===== src/rtl/board_state_controller_if.sv =====
// Click/new-game stimulus from the mouse side and board status toward the figure generators.
interface board_state_controller_if #(
    parameter int BITS_SCREEN_WIDTH  = 8,
    parameter int BITS_SCREEN_HEIGHT = 9
);
    logic                          click;
    logic [BITS_SCREEN_WIDTH-1:0]  click_x;
    logic [BITS_SCREEN_HEIGHT-1:0] click_y;
    logic                          new_game;
    logic [8:0]                    x_status;
    logic [8:0]                    o_status;
    logic                          turn;
    logic                          move_accept;
    logic                          move_reject;
    logic                          game_over;
    logic [1:0]                    winner;

    modport master (
        output click, click_x, click_y, new_game,
        input  x_status, o_status, turn, move_accept, move_reject, game_over, winner
    );

    modport slave (
        input  click, click_x, click_y, new_game,
        output x_status, o_status, turn, move_accept, move_reject, game_over, winner
    );
endinterface


===== src/rtl/board_state_controller.sv =====
// Tic-tac-toe game-state owner: maps LCD clicks to cells, keeps X/O bitmaps, turn and result.
//
// state  | meaning
// IDLE   | waiting for a click; the only state that samples click
// DECODE | map registered coordinates to a cell, accept or reject the move
// CHECK  | test the mover's bitmap for a line or a full board
// OVER   | game finished; clicks ignored until new_game or reset
module board_state_controller #(
    parameter int BITS_SCREEN_WIDTH  = 8,
    parameter int BITS_SCREEN_HEIGHT = 9
) (
    input  logic                     clock,
    input  logic                     resetn,
    board_state_controller_if.slave  bus
);

    typedef enum logic [1:0] {
        IDLE   = 2'd0,
        DECODE = 2'd1,
        CHECK  = 2'd2,
        OVER   = 2'd3
    } state_t;

    state_t                        state;
    state_t                        state_nxt;
    logic [BITS_SCREEN_WIDTH-1:0]  cx_r;
    logic [BITS_SCREEN_HEIGHT-1:0] cy_r;
    logic [8:0]                    x_r, x_nxt;
    logic [8:0]                    o_r, o_nxt;
    logic                          turn_r, turn_nxt;
    logic                          acc_r, acc_nxt;
    logic                          rej_r, rej_nxt;
    logic                          go_r, go_nxt;
    logic [1:0]                    win_r, win_nxt;

    logic       col_ok, row_ok;
    logic [1:0] col_idx, row_idx;
    logic [3:0] cell_idx;
    logic [8:0] cell_mask;
    logic       occupied;
    logic       cell_ok;
    logic [8:0] mover_map;
    logic       line_done;
    logic       board_full;
    logic       take_click;

    function automatic logic has_line(input logic [8:0] b);
        return (b[0] & b[1] & b[2]) | (b[3] & b[4] & b[5]) | (b[6] & b[7] & b[8]) |
               (b[0] & b[3] & b[6]) | (b[1] & b[4] & b[7]) | (b[2] & b[5] & b[8]) |
               (b[0] & b[4] & b[8]) | (b[2] & b[4] & b[6]);
    endfunction

    // Gridlines sit between the cell ranges, so they fall through to invalid.
    always_comb begin
        col_ok  = 1'b1;
        col_idx = 2'd0;
        if (cx_r >= 1 && cx_r <= 77) begin
            col_idx = 2'd0;
        end else if (cx_r >= 81 && cx_r <= 157) begin
            col_idx = 2'd1;
        end else if (cx_r >= 161 && cx_r <= 237) begin
            col_idx = 2'd2;
        end else begin
            col_ok = 1'b0;
        end
    end

    // Row 0 is at the bottom of the LCD (largest y).
    always_comb begin
        row_ok  = 1'b1;
        row_idx = 2'd0;
        if (cy_r >= 202 && cy_r <= 278) begin
            row_idx = 2'd0;
        end else if (cy_r >= 122 && cy_r <= 198) begin
            row_idx = 2'd1;
        end else if (cy_r >= 42 && cy_r <= 118) begin
            row_idx = 2'd2;
        end else begin
            row_ok = 1'b0;
        end
    end

    assign cell_idx   = ({2'b00, col_idx} * 4'd3) + {2'b00, row_idx};
    assign cell_mask  = 9'd1 << cell_idx;
    assign occupied   = |(cell_mask & (x_r | o_r));
    assign cell_ok    = col_ok & row_ok & ~occupied;
    assign mover_map  = turn_r ? o_r : x_r;
    assign line_done  = has_line(mover_map);
    assign board_full = &(x_r | o_r);
    assign take_click = (state == IDLE) & bus.click & ~bus.new_game;

    always_ff @(posedge clock) begin
        if (!resetn) begin
            state  <= IDLE;
            cx_r   <= '0;
            cy_r   <= '0;
            x_r    <= '0;
            o_r    <= '0;
            turn_r <= 1'b0;
            acc_r  <= 1'b0;
            rej_r  <= 1'b0;
            go_r   <= 1'b0;
            win_r  <= 2'b00;
        end else begin
            state  <= state_nxt;
            if (take_click) begin
                cx_r <= bus.click_x;
                cy_r <= bus.click_y;
            end
            x_r    <= x_nxt;
            o_r    <= o_nxt;
            turn_r <= turn_nxt;
            acc_r  <= acc_nxt;
            rej_r  <= rej_nxt;
            go_r   <= go_nxt;
            win_r  <= win_nxt;
        end
    end

    always_comb begin
        state_nxt = state;
        if (bus.new_game) begin
            state_nxt = IDLE;
        end else begin
            case (state)
                IDLE:    if (bus.click) state_nxt = DECODE;
                DECODE:  state_nxt = cell_ok ? CHECK : IDLE;
                CHECK:   state_nxt = (line_done || board_full) ? OVER : IDLE;
                OVER:    state_nxt = OVER;
                default: state_nxt = IDLE;
            endcase
        end
    end

    // The mover's turn is kept through CHECK so the win is credited to them.
    always_comb begin
        x_nxt    = x_r;
        o_nxt    = o_r;
        turn_nxt = turn_r;
        acc_nxt  = 1'b0;
        rej_nxt  = 1'b0;
        go_nxt   = go_r;
        win_nxt  = win_r;
        if (bus.new_game) begin
            x_nxt    = '0;
            o_nxt    = '0;
            turn_nxt = 1'b0;
            go_nxt   = 1'b0;
            win_nxt  = 2'b00;
        end else begin
            case (state)
                DECODE: begin
                    if (cell_ok) begin
                        if (turn_r) o_nxt = o_r | cell_mask;
                        else        x_nxt = x_r | cell_mask;
                        acc_nxt = 1'b1;
                    end else begin
                        rej_nxt = 1'b1;
                    end
                end
                CHECK: begin
                    if (line_done) begin
                        go_nxt  = 1'b1;
                        win_nxt = turn_r ? 2'b10 : 2'b01;
                    end else if (board_full) begin
                        go_nxt  = 1'b1;
                        win_nxt = 2'b11;
                    end else begin
                        turn_nxt = ~turn_r;
                    end
                end
                default: ;
            endcase
        end
    end

    assign bus.x_status    = x_r;
    assign bus.o_status    = o_r;
    assign bus.turn        = turn_r;
    assign bus.move_accept = acc_r;
    assign bus.move_reject = rej_r;
    assign bus.game_over   = go_r;
    assign bus.winner      = win_r;

endmodule


===== src/flat_wrapper.sv =====
// flat-port wrapper written by rule: the top's interface ports become plain ports
module board_state_controller_flat 
#(
    parameter int BITS_SCREEN_WIDTH  = 8,
    parameter int BITS_SCREEN_HEIGHT = 9
)
  (clock, resetn, bus_click, bus_click_x, bus_click_y, bus_new_game, bus_x_status, bus_o_status, bus_turn, bus_move_accept, bus_move_reject, bus_game_over, bus_winner);
  board_state_controller_if #(.BITS_SCREEN_WIDTH(BITS_SCREEN_WIDTH), .BITS_SCREEN_HEIGHT(BITS_SCREEN_HEIGHT)) bus_i ();
  input  logic clock;
  input  logic resetn;
  input wire logic [$bits(bus_i.click)-1:0] bus_click;
  input wire logic [$bits(bus_i.click_x)-1:0] bus_click_x;
  input wire logic [$bits(bus_i.click_y)-1:0] bus_click_y;
  input wire logic [$bits(bus_i.new_game)-1:0] bus_new_game;
  output wire logic [$bits(bus_i.x_status)-1:0] bus_x_status;
  output wire logic [$bits(bus_i.o_status)-1:0] bus_o_status;
  output wire logic [$bits(bus_i.turn)-1:0] bus_turn;
  output wire logic [$bits(bus_i.move_accept)-1:0] bus_move_accept;
  output wire logic [$bits(bus_i.move_reject)-1:0] bus_move_reject;
  output wire logic [$bits(bus_i.game_over)-1:0] bus_game_over;
  output wire logic [$bits(bus_i.winner)-1:0] bus_winner;
  assign bus_i.click = bus_click;
  assign bus_i.click_x = bus_click_x;
  assign bus_i.click_y = bus_click_y;
  assign bus_i.new_game = bus_new_game;
  assign bus_x_status = bus_i.x_status;
  assign bus_o_status = bus_i.o_status;
  assign bus_turn = bus_i.turn;
  assign bus_move_accept = bus_i.move_accept;
  assign bus_move_reject = bus_i.move_reject;
  assign bus_game_over = bus_i.game_over;
  assign bus_winner = bus_i.winner;
  board_state_controller #(.BITS_SCREEN_WIDTH(BITS_SCREEN_WIDTH), .BITS_SCREEN_HEIGHT(BITS_SCREEN_HEIGHT)) u_core (.clock(clock), .resetn(resetn), .bus(bus_i));
endmodule

===== config.mk =====
export PLATFORM = sky130hd
export DESIGN_NAME = board_state_controller_flat
export DESIGN_NICKNAME = d
export VERILOG_FILES = /design/src/rtl/board_state_controller_if.sv /design/src/rtl/board_state_controller.sv /design/src/flat_wrapper.sv
export SDC_FILE = /design/constraint.sdc
export NUM_CORES = 1
export LEC_CHECK = 0
export CORE_MARGIN = 3
export CORE_UTILIZATION = 50
export DETAILED_ROUTE_END_ITERATION = 10
export PLACE_DENSITY = 0.82
export SLEW_MARGIN = 20
export SYNTH_ARGS = -nofsm -noshare
export SYNTH_HDL_FRONTEND = slang
export SYNTH_SLANG_ARGS = --single-unit

===== constraint.sdc =====
create_clock -name clock -period 7 [get_ports clock]
set_clock_uncertainty 0.2 [all_clocks]
set_input_delay 0.7 -clock clock [delete_from_list [all_inputs] [get_ports clock]]
set_output_delay 0.7 -clock clock [all_outputs]
set_load 0.02 [all_outputs]

### After elaboration in Yosys (flattened, before gate mapping)

Index checks and enable logic that the tools add are counted.
Widths: inputs -> output; s select.

* $add $sub $neg: 1
* multipliers: 1
* order comparisons: 12
* eq/ne operators: 4
* shift operators: 1
* multiplexer cells: 24
* bitwise operators: 38
* reduce and logical (&&, ||, !) cells: 17

Operators by type and width (number)
* $or 9x9->9: 3
* $mux 2: 12
* $and 1x1->1: 20
* $le 8x8->1 const B: 2
* $mux 1: 10
* $and 9x9->9: 1
* $ge 9x6->1 const B: 1
* $ge 9x7->1 const B: 1
* $ge 9x8->1 const B: 1
* $le 9x7->1 const B: 1
* $le 9x8->1 const B: 1
* $le 9x9->1 const B: 1
* $mux 9: 1
* $reduce_and 3->1: 3
* $reduce_and 9->1: 1
* $reduce_or 9->1: 1
* $shl 1x4->9 const A: 1
* $ge 8x1->1 const B: 1
* $ge 8x7->1 const B: 1
* $ge 8x8->1 const B: 1
* $le 8x7->1 const B: 1
* $pmux 2 s4: 1
* $not 1->1: 7
* $or 1x1->1: 7
* 12 further kinds: 18

* bits in registers: 43
* bits of input ports: 21
* output and inout port bits: 24
* logic and storage cells: 108

### Longest topological paths before layout

* depth in word-level cells: 14
* gate-level depth with buffers: 16
* depth with buffers taken out: 16

### Least setup slack after synthesis

Ideal clock, no wire load.

* path kind: register to register
* from: register u_core.cx_r[1]
* to: register u_core.o_r[6] (netlist: u_core.bus.o_status[6])
* setup time: 0.087 ns
* data arrival time: 4.090 ns
* required time: 6.713 ns
* slack: 2.623 ns
* cell stages (with the launch flop): 15
* buffers on the path: 0
* period minus slack after synthesis: 4.377 ns
* path through: dfxtp_1 or4_1 o21ai_0 o21ai_0 nand2_1 inv_1 fa_1 ha_1 inv_1 fa_1 mux4_2 a211oi_2 nand3_2 or4_4 o31ai_1

* cells in the longest elaborated chain, start to end: 13
* elaborated cells on any way between the ends: 25
* those cells by class: add/sub (1); mul (1); order compare (6); shift (1); mux (6); bitwise (5); reduce/logical (5)

Ends and longest elaborated chain
* start, declared: RTL line board_state_controller.sv:26 `logic [BITS_SCREEN_WIDTH-1:0] cx_r;`
* start signal, assigned: RTL line board_state_controller.sv:107 `cx_r <= bus.click_x;`
* $ge 8x8->1 or $le 8x8->1 (tied branches): RTL line board_state_controller.sv:61 `end else if (cx_r >= 161 && cx_r <= 237) begin`
* $logic_and 1x1->1: RTL line board_state_controller.sv:61
* $mux 2: RTL line board_state_controller.sv:61
* $mux 2: RTL line board_state_controller.sv:59 `end else if (cx_r >= 81 && cx_r <= 157) begin`
* $mux 2: RTL line board_state_controller.sv:57 `if (cx_r >= 1 && cx_r <= 77) begin`
* $mul 2x2->4: RTL line board_state_controller.sv:83 `assign cell_idx = ({2'b00, col_idx} * 4'd3) + {2'b00, row_idx};`
* $add 4x2->4: RTL line board_state_controller.sv:83
* $shl 1x4->9: RTL line board_state_controller.sv:84 `assign cell_mask = 9'd1 << cell_idx;`
* $and 9x9->9: RTL line board_state_controller.sv:85 `assign occupied = |(cell_mask & (x_r | o_r));`
* $reduce_or 9->1: RTL line board_state_controller.sv:85
* $not 1->1: RTL line board_state_controller.sv:86 `assign cell_ok = col_ok & row_ok & ~occupied;`
* $and 1x1->1: RTL line board_state_controller.sv:86
* $reduce_and 3->1 (no source line)
* end signal, assigned: RTL line board_state_controller.sv:111 `o_r <= o_nxt;`
* end, declared: RTL line board_state_controller.sv:29 `logic [8:0] o_r, o_nxt;`

Several ways; a longest one is shown, not always the timed one.
A chain may end at the register's enable or synchronous reset.

### Final worst setup path

* from: register u_core.cx_r[1]
* to: register u_core.x_r[6] (netlist: u_core.bus.x_status[6])

* cells in the longest elaborated chain, start to end: 13
* elaborated cells on any way between the ends: 25
* those cells by class: add/sub (1); mul (1); order compare (6); shift (1); mux (6); bitwise (5); reduce/logical (5)

Ends and longest elaborated chain
* $ge 8x8->1 or $le 8x8->1 (tied branches): RTL line board_state_controller.sv:61
* $logic_and 1x1->1: RTL line board_state_controller.sv:61
* $mux 2: RTL line board_state_controller.sv:61
* $mux 2: RTL line board_state_controller.sv:59
* $mux 2: RTL line board_state_controller.sv:57
* $mul 2x2->4: RTL line board_state_controller.sv:83
* $add 4x2->4: RTL line board_state_controller.sv:83
* $shl 1x4->9: RTL line board_state_controller.sv:84
* $and 9x9->9: RTL line board_state_controller.sv:85
* $reduce_or 9->1: RTL line board_state_controller.sv:85
* $not 1->1: RTL line board_state_controller.sv:86
* $and 1x1->1: RTL line board_state_controller.sv:86
* $reduce_and 3->1 (no source line)
* end signal, assigned: RTL line board_state_controller.sv:110 `x_r <= x_nxt;`
* end, declared: RTL line board_state_controller.sv:28 `logic [8:0] x_r, x_nxt;`

Several ways; a longest one is shown, not always the timed one.

==> out/results.ini <==
[grt]
grt_overflow=0
grt_pass1_wl_mm=8.71
antenna_found_initial=0
grt_use_total_pct=21.4
grt_pass1_vias=1915
grt_max_degree=23

[clock_tree]
cts-htree-levels=2
hold_buffers=0
clk_pin_slew_ns=0.08
cts_root_buffer=clkbuf_8
cts_buffers=5
clk_path_buf_depth=2
cts_tree=yes
clock_sinks=43
postCtsSetupBuffers=0
worstSkewPairLatency_ns=0.30
cts_resized=0

[floorplan]
initial_core_util_pct=53.0
dieArea_sq_um=5190
io_pins=45
num_rows=23
die_w_microns=72.0
coreArea_sq_um=4120
fp.dieH_microns=72.0

[placed_design]
pre_cts_slack_ns=2.35
portBuffers=44
gp_congestion=0.863
dp.cells=341
placed_area_sq_um=2660
hpwl_mm=3.88

[power]
power_density_nw_per_um2=168
p_leak_uw=0.000939
vdd_ir_drop_max_v=0.000106

[synth]
synth_flop_cell=dfxtp_1
synth.area.top_cells=dfxtp_1 (39%), nand2_1 (8.3%), a22o_1 (6.0%)
synth-edff-count=0
synthCells=255
synth_nets=281
synth_common_cells=nand2_1 (48), dfxtp_1 (43), a21boi_0 (17)
yosysUniqueCellTypes=53
yosysMostFrequentCell=nand2_1
syn_avg_cell_area_sq_um=8.55
synth_top_cell_by_area=dfxtp_1
async_reset_ff_share_pct=0
ys_seq_area_share_pct=39.5
yosysTopAreaCellShare_pct=39.5
ys_ff_latch=43
yosys_warnings=0
netlist_area_sq_um=2180

[worst_setup_path]
timing.rr.end=u_core.bus.x_status[6]
crit_fanout=6
worst_r2r_path_depth=14
slowest_delay_ns=0.63
path_cells=or4_1, o21ai_0, o21ai_0, nand2_1, inv_1, fa_1, ha_1, inv_1, fa_1, mux4_2, a211oi_2, nand3_2, or4_4, o31ai_1
cp_num_buf_inv=2
worstPathArrival_ns=4.66
end_kind=flip-flop
startpoint=u_core.cx_r[1]
cp_top_family=adder cells
reg2reg_setup_slack_ns=2.36
startpoint_type=flip-flop
reg2reg_from=u_core.cx_r[1]
worstSetupPathType=flip-flop to flip-flop
crit_required_ns=7.02
crit_slowest_cell=fa_1

[detailed_routing]
drc=0
wl_per_cell_microns=14.9
vias_per_cell=5.88
drt_pre_antenna_iters=6
route.antenna.remaining_nets=0
drtIter0Drc=273
vias=2051
wirelength_mm=5.20

[min_path]
worstHoldPathType=flip-flop to flip-flop
whs_endpoint=u_core.bus.game_over
hold_depth=2
hold_path.startpoint=u_core.bus.game_over

[cells_and_area]
area_growth_syn_to_layout_pct=25.6
antenna_cells=0
final_area_sq_um=2740
fin_cells=349
postLayoutCoreUtil_pct=66.6
nets=324
drive_gt1_share_pct=6.02

[timing]
rsz0062_at_grt=no
tightest_slew_ns=0.683
setup_violations=0
fin_tns_setup_ns=0
layout_setup_ws_ns=2.36
drv_slew=0
min_period_ns=4.64
min_period_over_period_pct=66.3
fmax_mhz=216
hold_viol=0
slew_headroom_pct=54.4

[run_status]
status=finished, final reports clean

[job]
max_cap_viol_count=0

## worst register-to-register path, delay by kind of cell (launching register included)
family	cells	cell delay (ns)
buffers and inverters	2	0.12
and+or+nand+nor	4	1.32
AOI/OAI and AO/OA	4	0.73
adders and majority gates	3	1.32
muxes	1	0.55
DFF	1	0.32
## worst max path at each step
stage / end / depth (start not counted)
floorplan: u_core.bus.o_status[6] / 14
global placement: u_core.bus.o_status[6] / 14
detailed placement: u_core.bus.o_status[6] / 14
CTS: u_core.bus.o_status[6] / 14
global route: u_core.bus.x_status[6] / 14
finish: u_core.bus.x_status[6] / 14
## state kept, by name, indices dropped and copies added (netlist names)
register,count
u_core.bus.game_over,1
u_core.cx_r,8
u_core.bus.winner,2
u_core.bus.turn,1
u_core.bus.o_status,9
u_core.bus.move_reject,1
u_core.cy_r,9
u_core.bus.x_status,9
u_core.bus.move_accept,1
u_core.state,2
## metal layers
layer  up-vias  routed length [microns]  GRT usage, %
li1       1014                        -             -
met1       950                     2160          24.8
met2        78                     2570          37.2
met3         9                      374          5.96
met4         0                       96          8.77
met5         -                        0             0
## stage by stage
stage / hold WS, ns / total power [uW]
3_5_place_dp: 0.241 / 313
4_1_cts: 0.252 / 462
2_1_floorplan: 0.238 / 292
5_1_grt: 0.284 / 480
6_report: 0.251 / 461
3_3_place_gp: 0.239 / 311
## where the power goes
part,leakage [uW],total (uW),internal [uW],switching (uW)
sequential,0.000348,255,249,6.03
combinational,0.000548,52.4,25.3,27.1
clock,0.0000422,153,70.0,83.3
## cell usage in the layout (no fill, tap or decap), drive strengths merged, types with 2 or more instances in the layout
master,n
nand2,48
clkdlybuf4s50,44
dfxtp,43
a21boi,17
a22o,16
inv,15
nor2,14
o21ai,12
nor3,9
clkbuf,7
a21oi,6
nand3,5
or2,5
nor2b,4
nand2b,3
o31ai,3
o211ai,3
ha,3
a31oi,3
a2111oi,3
nor4b,3
nor4,2
a222oi,2
a22oi,2
o22ai,2
a311oi,2
fa,2
or4,2
a211oi,2
## final cells by class
class,instances,area (sq um)
sequential,43,861
multi-input combinational,188,1230
inverter,15,56.3
fill,371,1380
clock inverter,1,5.00
tap,50,62.6
timing repair buffer,45,448
clock buffer,7,76.3
## kinds of logic (layout without fill, tap and decap cells)
family | after synthesis | count (layout) | share of synthesized area [%]
flops | 43 | 43 | 39.5
mux | 2 | 2 | 1.49
fa+ha+maj | 5 | 5 | 3.56
compound gates | 80 | 80 | 28.7
xor+xnor | 2 | 2 | 0.803
buf+inv | 24 | 68 | 4.19
simple gates | 99 | 99 | 21.7
Note: power is estimated with default switching activity, not from simulation.
